File: config.mk
export PLATFORM = sky130hd
export DESIGN_NAME = nibble_seq_adder
export DESIGN_NICKNAME = d
export VERILOG_FILES = /design/src/rtl/nibble_seq_adder.sv
export SDC_FILE = /design/constraint.sdc
export NUM_CORES = 1
export LEC_CHECK = 0
export ABC_AREA = 0
export CAP_MARGIN = 20
export CORE_UTILIZATION = 40
export DETAILED_ROUTE_END_ITERATION = 10
export PLACE_DENSITY = 0.68
export REMOVE_ABC_BUFFERS = 1
export SYNTH_ARGS = -nofsm -noshare
export SYNTH_HDL_FRONTEND = slang
export SYNTH_SLANG_ARGS = --single-unit
File: constraint.sdc
create_clock -name clk -period 3.02 [get_ports clk]
set_input_delay 0.604 -clock clk [delete_from_list [all_inputs] [get_ports clk]]
set_output_delay 0.604 -clock clk [all_outputs]
set_load 0.1 [all_outputs]
File: src/rtl/nibble_seq_adder.sv
// Sequential W-bit adder/subtractor that reuses one external 4-bit adder slice,
// processing one nibble per clock from least to most significant.
module nibble_seq_adder #(
    parameter int NIBBLES = 4
) (
    input  logic                 clk,
    input  logic                 rst_n,
    input  logic                 in_valid,
    output logic                 in_ready,
    input  logic [4*NIBBLES-1:0] in_a,
    input  logic [4*NIBBLES-1:0] in_b,
    input  logic                 in_cin,
    input  logic                 in_sub,
    output logic [3:0]           add_a,
    output logic [3:0]           add_b,
    output logic                 add_cin,
    input  logic [3:0]           add_s,
    input  logic                 add_cout,
    output logic                 out_valid,
    input  logic                 out_ready,
    output logic [4*NIBBLES-1:0] out_sum,
    output logic                 out_cout,
    output logic                 out_ovf
);

    localparam int W  = 4 * NIBBLES;
    localparam int IW = $clog2(NIBBLES);
    localparam logic [IW-1:0] LAST = IW'(NIBBLES - 1);

    typedef enum logic [1:0] {
        IDLE,
        RUN,
        DONE
    } state_t;

    state_t         state;
    state_t         state_next;
    logic [IW-1:0]  idx;
    logic           carry;
    logic [W-1:0]   a_reg;
    logic [W-1:0]   b_reg;
    logic [W-1:0]   result;
    logic [IW+1:0]  bit_base;
    logic           accept;

    // Lowest bit position of the nibble currently being processed.
    assign bit_base = {idx, 2'b00};
    assign accept   = in_valid && (state == IDLE);

    // State register; reset aborts any operation in progress.
    always_ff @(posedge clk or negedge rst_n) begin
        if (!rst_n) begin
            state <= IDLE;
        end else begin
            state <= state_next;
        end
    end

    // Next-state logic: accept in IDLE, walk the nibbles in RUN, wait for hand-off in DONE.
    always_comb begin
        state_next = state;
        case (state)
            IDLE: if (in_valid)         state_next = RUN;
            RUN:  if (idx == LAST)      state_next = DONE;
            DONE: if (out_ready)        state_next = IDLE;
            default:                    state_next = IDLE;
        endcase
    end

    // Datapath: latch operands on accept, then fold one slice result per RUN cycle.
    always_ff @(posedge clk or negedge rst_n) begin
        if (!rst_n) begin
            idx    <= '0;
            carry  <= 1'b0;
            a_reg  <= '0;
            b_reg  <= '0;
            result <= '0;
        end else if (accept) begin
            idx   <= '0;
            carry <= in_sub ? 1'b1 : in_cin;
            a_reg <= in_a;
            b_reg <= in_sub ? ~in_b : in_b;
        end else if (state == RUN) begin
            result[bit_base +: 4] <= add_s;
            carry                 <= add_cout;
            if (idx != LAST) begin
                idx <= idx + 1'b1;
            end
        end
    end

    // Outputs decoded from state; everything is forced low while reset is held.
    always_comb begin
        in_ready  = 1'b0;
        out_valid = 1'b0;
        add_a     = 4'h0;
        add_b     = 4'h0;
        add_cin   = 1'b0;
        out_sum   = '0;
        out_cout  = 1'b0;
        out_ovf   = 1'b0;
        case (state)
            IDLE: in_ready = rst_n;
            RUN: begin
                add_a   = a_reg[bit_base +: 4];
                add_b   = b_reg[bit_base +: 4];
                add_cin = carry;
            end
            DONE: begin
                out_valid = 1'b1;
                out_sum   = result;
                out_cout  = carry;
                out_ovf   = (a_reg[W-1] == b_reg[W-1]) && (result[W-1] != a_reg[W-1]);
            end
            default: ;
        endcase
    end

endmodule

### Word level (Yosys, flattened, before mapping)

Index checks and enable logic that the tools add are counted.

* latch bits: 0
* bits of input ports: 43
* ROM bits: 0
* memory bits (writable): 0
* register bits: 53
* memories: 0

* magnitude comparators: 0
* reductions and logical operators: 8
* $add $sub $neg: 2
* multiplexer cells: 20
* divide/modulo/power cells: 0
* shifts and indexed selects: 4
* equal/unequal tests: 9
* multipliers: 0
* bitwise gates (word level): 2

Operators by type and width (count)
* $mux 16: 2
* $shiftx 16x5->4: 2
* $bwmux 16: 1
* $not 16->16: 1
* $shift 4x6->16 const A: 1
* $shiftx 4x6->16: 1
* $mux 2: 6
* $mux 1: 8
* $mux 4: 2
* $ne 2x2->1 const B: 4
* $neg 4->6: 1
* $pmux 2 s3: 1
* $eq 2x2->1 const B: 2
* $reduce_and 2->1: 2
* $reduce_bool 2->1: 2
* $reduce_and 3->1: 1
* $add 2x1->2 const B: 1
* $eq 2x1->1 const B: 1
* $logic_and 1x1->1: 2
* $logic_not 2->1: 1
* $eq 1x1->1: 1
* $ne 1x1->1: 1
* $not 1->1: 1

### Longest topological paths before layout

* depth after elaboration: 4
* gate-level depth with buffers: 6
* gate-level depth less buffers: 5

### Least setup slack after synthesis

Ideal clock, no wire load.

* path kind: input-to-output
* start: input rst_n
* end: output in_ready
* slack: -370 ps
* required time: 2416 ps
* cell stages on the path: 1
* arrival time: 2786 ps
* path through: nor3b_1

* cells in the longest elaborated chain, start to end: 1

Ends and longest elaborated chain
* start: declaration: line 7 `input logic rst_n,`
* $mux 1: line 102 `case (state)`
* end: declaration: line 9 `output logic in_ready,`

No other way between the ends.

### Worst setup path in the final report

* start: register idx[0]
* end: output add_a[3]

* cells in the longest elaborated chain, start to end: 2

Ends and longest elaborated chain
* start: declaration: line 38 `logic [IW-1:0] idx;`
* start signal: assignment: line 87 `idx <= idx + 1'b1;`
* $shiftx 16x5->4: line 105 `add_a = a_reg[bit_base +: 4];`
* $mux 4: line 102
* end: declaration: line 14 `output logic [3:0] add_a,`

No other way between the ends.

==> results.md <==
- Outcome: finished with violations
- Violations in the final reports: DRC
- Clock latency reported for the late side of the worst-skew pair: 300 ps
- Data required time of the critical path: 2420 ps
- Core Rows: 29
- Total power per unit cell area: roughly 1200 mW/mm^2
- Data arrival time at the worst-slack endpoint: roughly 2000 ps
- Number of global-route vias before repair: between 1500 and 2000
- Fraction of layout cells with a size suffix above 1: 0.227
- Top cell type's share of synthesized area: 0.490
- Setup crit start kind: flip-flop
- Buffer levels on the longest clock path: 2
- CTS Sinks: 53
- Die height: between 80 and 90 um
- Count of TritonRoute iterations in the first routing pass: 7
- Initial standard-cell utilization of the core: 0.419
- Worst path top cell family by delay: flip-flops
- Final critical-path required period: about 2600 ps
- Total routing usage reported by global routing: 0.173
- Number of vias after detailed routing: roughly 1900
- Violation count after the first detailed-routing iteration: 75
- Setup Fix Bufs, Post-CTS: 0
- Reg-to-Reg Start: idx[0]
- Number of flip-flops and latches in the synthesized netlist: 53
- Depth of the worst register-to-register path: 6
- CP Class: flip-flop to primary output
- Number of levels the H-tree was split into: 2
- Via density per instance: 5.01
- Total buffers and inverters traversed by the critical path: 1
- CTS tree: built
- Number of setup violations in the final report: 0
- Diode count: 0
- Clock-pin slew reported for the worst setup and hold paths after clock tree synthesis: about 90 ps
- Mean Syn Cell Area: approximately 12 sq um
- Peak VDD IR: approximately 0.93 mV
- Number of unique standard cell types used by synthesis: 28
- Post-cts gate resize count: 0
- Count of endpoints failing hold in the final timing report: 0
- Routability congestion estimate: ~0.73
- Ys Warns: 0
- LEAKAGE: roughly 1.5 nW
- Slowest cell on the critical path: dfrtp_1
- Top achievable clock speed: ~0.38 GHz
- IO Pins: between 70 and 80
- Tightest slew margin relative to the limit: 0.553
- Area delta synth->final: 32.0%
- Routed Antenna Nets: 0
- Maximum cell stage delay along the critical path: a little over 700 ps
- Antenna violations before repair: 0
- Estimated wirelength of the detail-placed design: 4010 um
- Routed length per instance: 15.0 um
- DRC violations left: 12
- Root cell of the clock tree: clkbuf_8
- Total core area: around 0.0065 sq mm
- Gr ovfl total: 0
- Overall power: ~4.1 mW
- Reg-to-reg slack, setup: a little under 800 ps
- Count of hold buffers inserted by post-cts repair: 0
- Final Cycle Share: 0.867
- Final wirelength: roughly 5700 um
- Final Hold Slack: approximately 460 ps
- Number of instances in the synthesized netlist: between 200 and 250
- Maximum Capacitance Violations: 0
- Sequential element share of the synthesized area: 0.490
- Global-route wire length before repair: between 9000 and 10000 um
- Synthesized cell area: around 0.0027 sq mm
- Actual slew at the worst max-slew pin: 670 ps
- Maximum number of pins on one net before global-route repair: 54
- Total Nets Final: between 300 and 400
- Cells taking the most area after synthesis: dfrtp_1 (49%), mux2_2 (6.7%), xnor2_1 (5.5%), mux4_2 (5.0%), and2_1 (3.7%)
- Number of slew-limit violations in the final report: 0
- Area leader, netlist: dfrtp_1
- Top fanout value on the critical path: 9
- Critical path capture point type: primary output
- Total clock buffers created by CTS: 5
- Setup repair after global routing missed its margin: false
- Class of the tightest hold or removal check: primary input to async pin
- Area of the die: ~0.007 sq mm
- Die Span X: roughly 84 um
- Cell chain of the critical path: mux4_1 > nor2b_1 > buf_12
- Endpoint of the lowest-slack register-to-register path: result[11]
- Final Skew: around 5.6 ps
- Count of input and output buffers: 71
[cells in the mapped netlist, drive strengths merged]
library cell,instances
buf,12
o21ai,10
xnor2,17
mux2i,2
nor4b,3
mux4,8
nor3b,3
nand2,18
inv,4
a22o,8
and4bb,1
nor2,22
or2,1
and2,16
ha,5
dfrtp,53
a21oi,18
nand3b,5
clkbuf,1
nor2b,8
nand2b,2
mux2,16
[per-layer routing]
metal  share of wire  global-route usage  vias to the layer above
li1                -                   -                      936
met5               0                   0                        -
met4          0.0080              0.0329                        0
met2            0.48               0.297                       57
met3           0.071              0.0629                        6
met1            0.44               0.213                      908
[layout by cell type, fill, tap and decap left out, types with 2 or more instances in the layout]
| cell type | n |
|---|---|
| nor2_1 | 22 |
| buf_4 | 25 |
| nor2b_1 | 8 |
| clkbuf_1 | 3 |
| inv_1 | 3 |
| clkbuf_8 | 5 |
| a22o_1 | 8 |
| nand2_1 | 18 |
| ha_1 | 5 |
| mux2i_1 | 2 |
| clkdlybuf4s50_1 | 41 |
| and2_1 | 16 |
| a21oi_1 | 18 |
| xnor2_1 | 17 |
| buf_12 | 9 |
| nor4b_4 | 2 |
| o21ai_0 | 10 |
| nand2b_1 | 2 |
| dfrtp_1 | 53 |
| nand3b_1 | 5 |
| mux4_2 | 6 |
| mux2_2 | 16 |
| mux4_1 | 2 |
| nor3b_1 | 2 |
[final cells by class]
cell class / count / area, sq um
flip-flops and latches: 53 / 1330
well taps: 77 / 96.3
fillers: 583 / 2880
repair buffers: 76 / 783
inverters: 4 / 15.0
multi-input cells: 163 / 1270
clock buffers: 8 / 80.1
[through the flow]
stage | util | TNS [ps] | instance area (sq um) | cells | setup WS (ps)
after detailed placement | 0.541 | 0 | 3500 | 373 | 680
after global routing | 0.554 | 0 | 3580 | 381 | 256
after global placement | 0.541 | 0 | 3500 | 373 | 714
final | 0.554 | 0 | 3580 | 381 | 402
after floorplan | - | -444 | 2620 | 220 | -370
after CTS | 0.554 | 0 | 3580 | 381 | 338
[power by group]
group | total (mW) | switching, mW | internal [mW] | leakage, nW
sequential | 1.28 | 0.248 | 1.04 | 0.645
combinational | 2.46 | 1.45 | 1.01 | 0.823
clock | 0.389 | 0.223 | 0.166 | 0.0395
[kinds of logic after synthesis]
family / count (synthesis) / synth area share
compound gates: 36 / 0.0776
flops: 53 / 0.490
simple gates: 79 / 0.172
mux: 26 / 0.143
xor+xnor: 17 / 0.0550
fa+ha+maj: 5 / 0.0231
buf+inv: 17 / 0.0397
[worst max path at each step]
| stage | from | endpoint | slack, ps | cells past startpoint |
|---|---|---|---|---|
| final | idx[0] | add_a[3] | 400 | 3 |
| after global routing | idx[0] | add_a[3] | 260 | 3 |
| after CTS | idx[0] | add_b[3] | 340 | 3 |
| after detailed placement | idx[0] | add_b[3] | 680 | 3 |
| after global placement | idx[0] | add_b[3] | 710 | 3 |
| after floorplan | rst_n | in_ready | -370 | 1 |
Power figures use the tool's default switching activity.
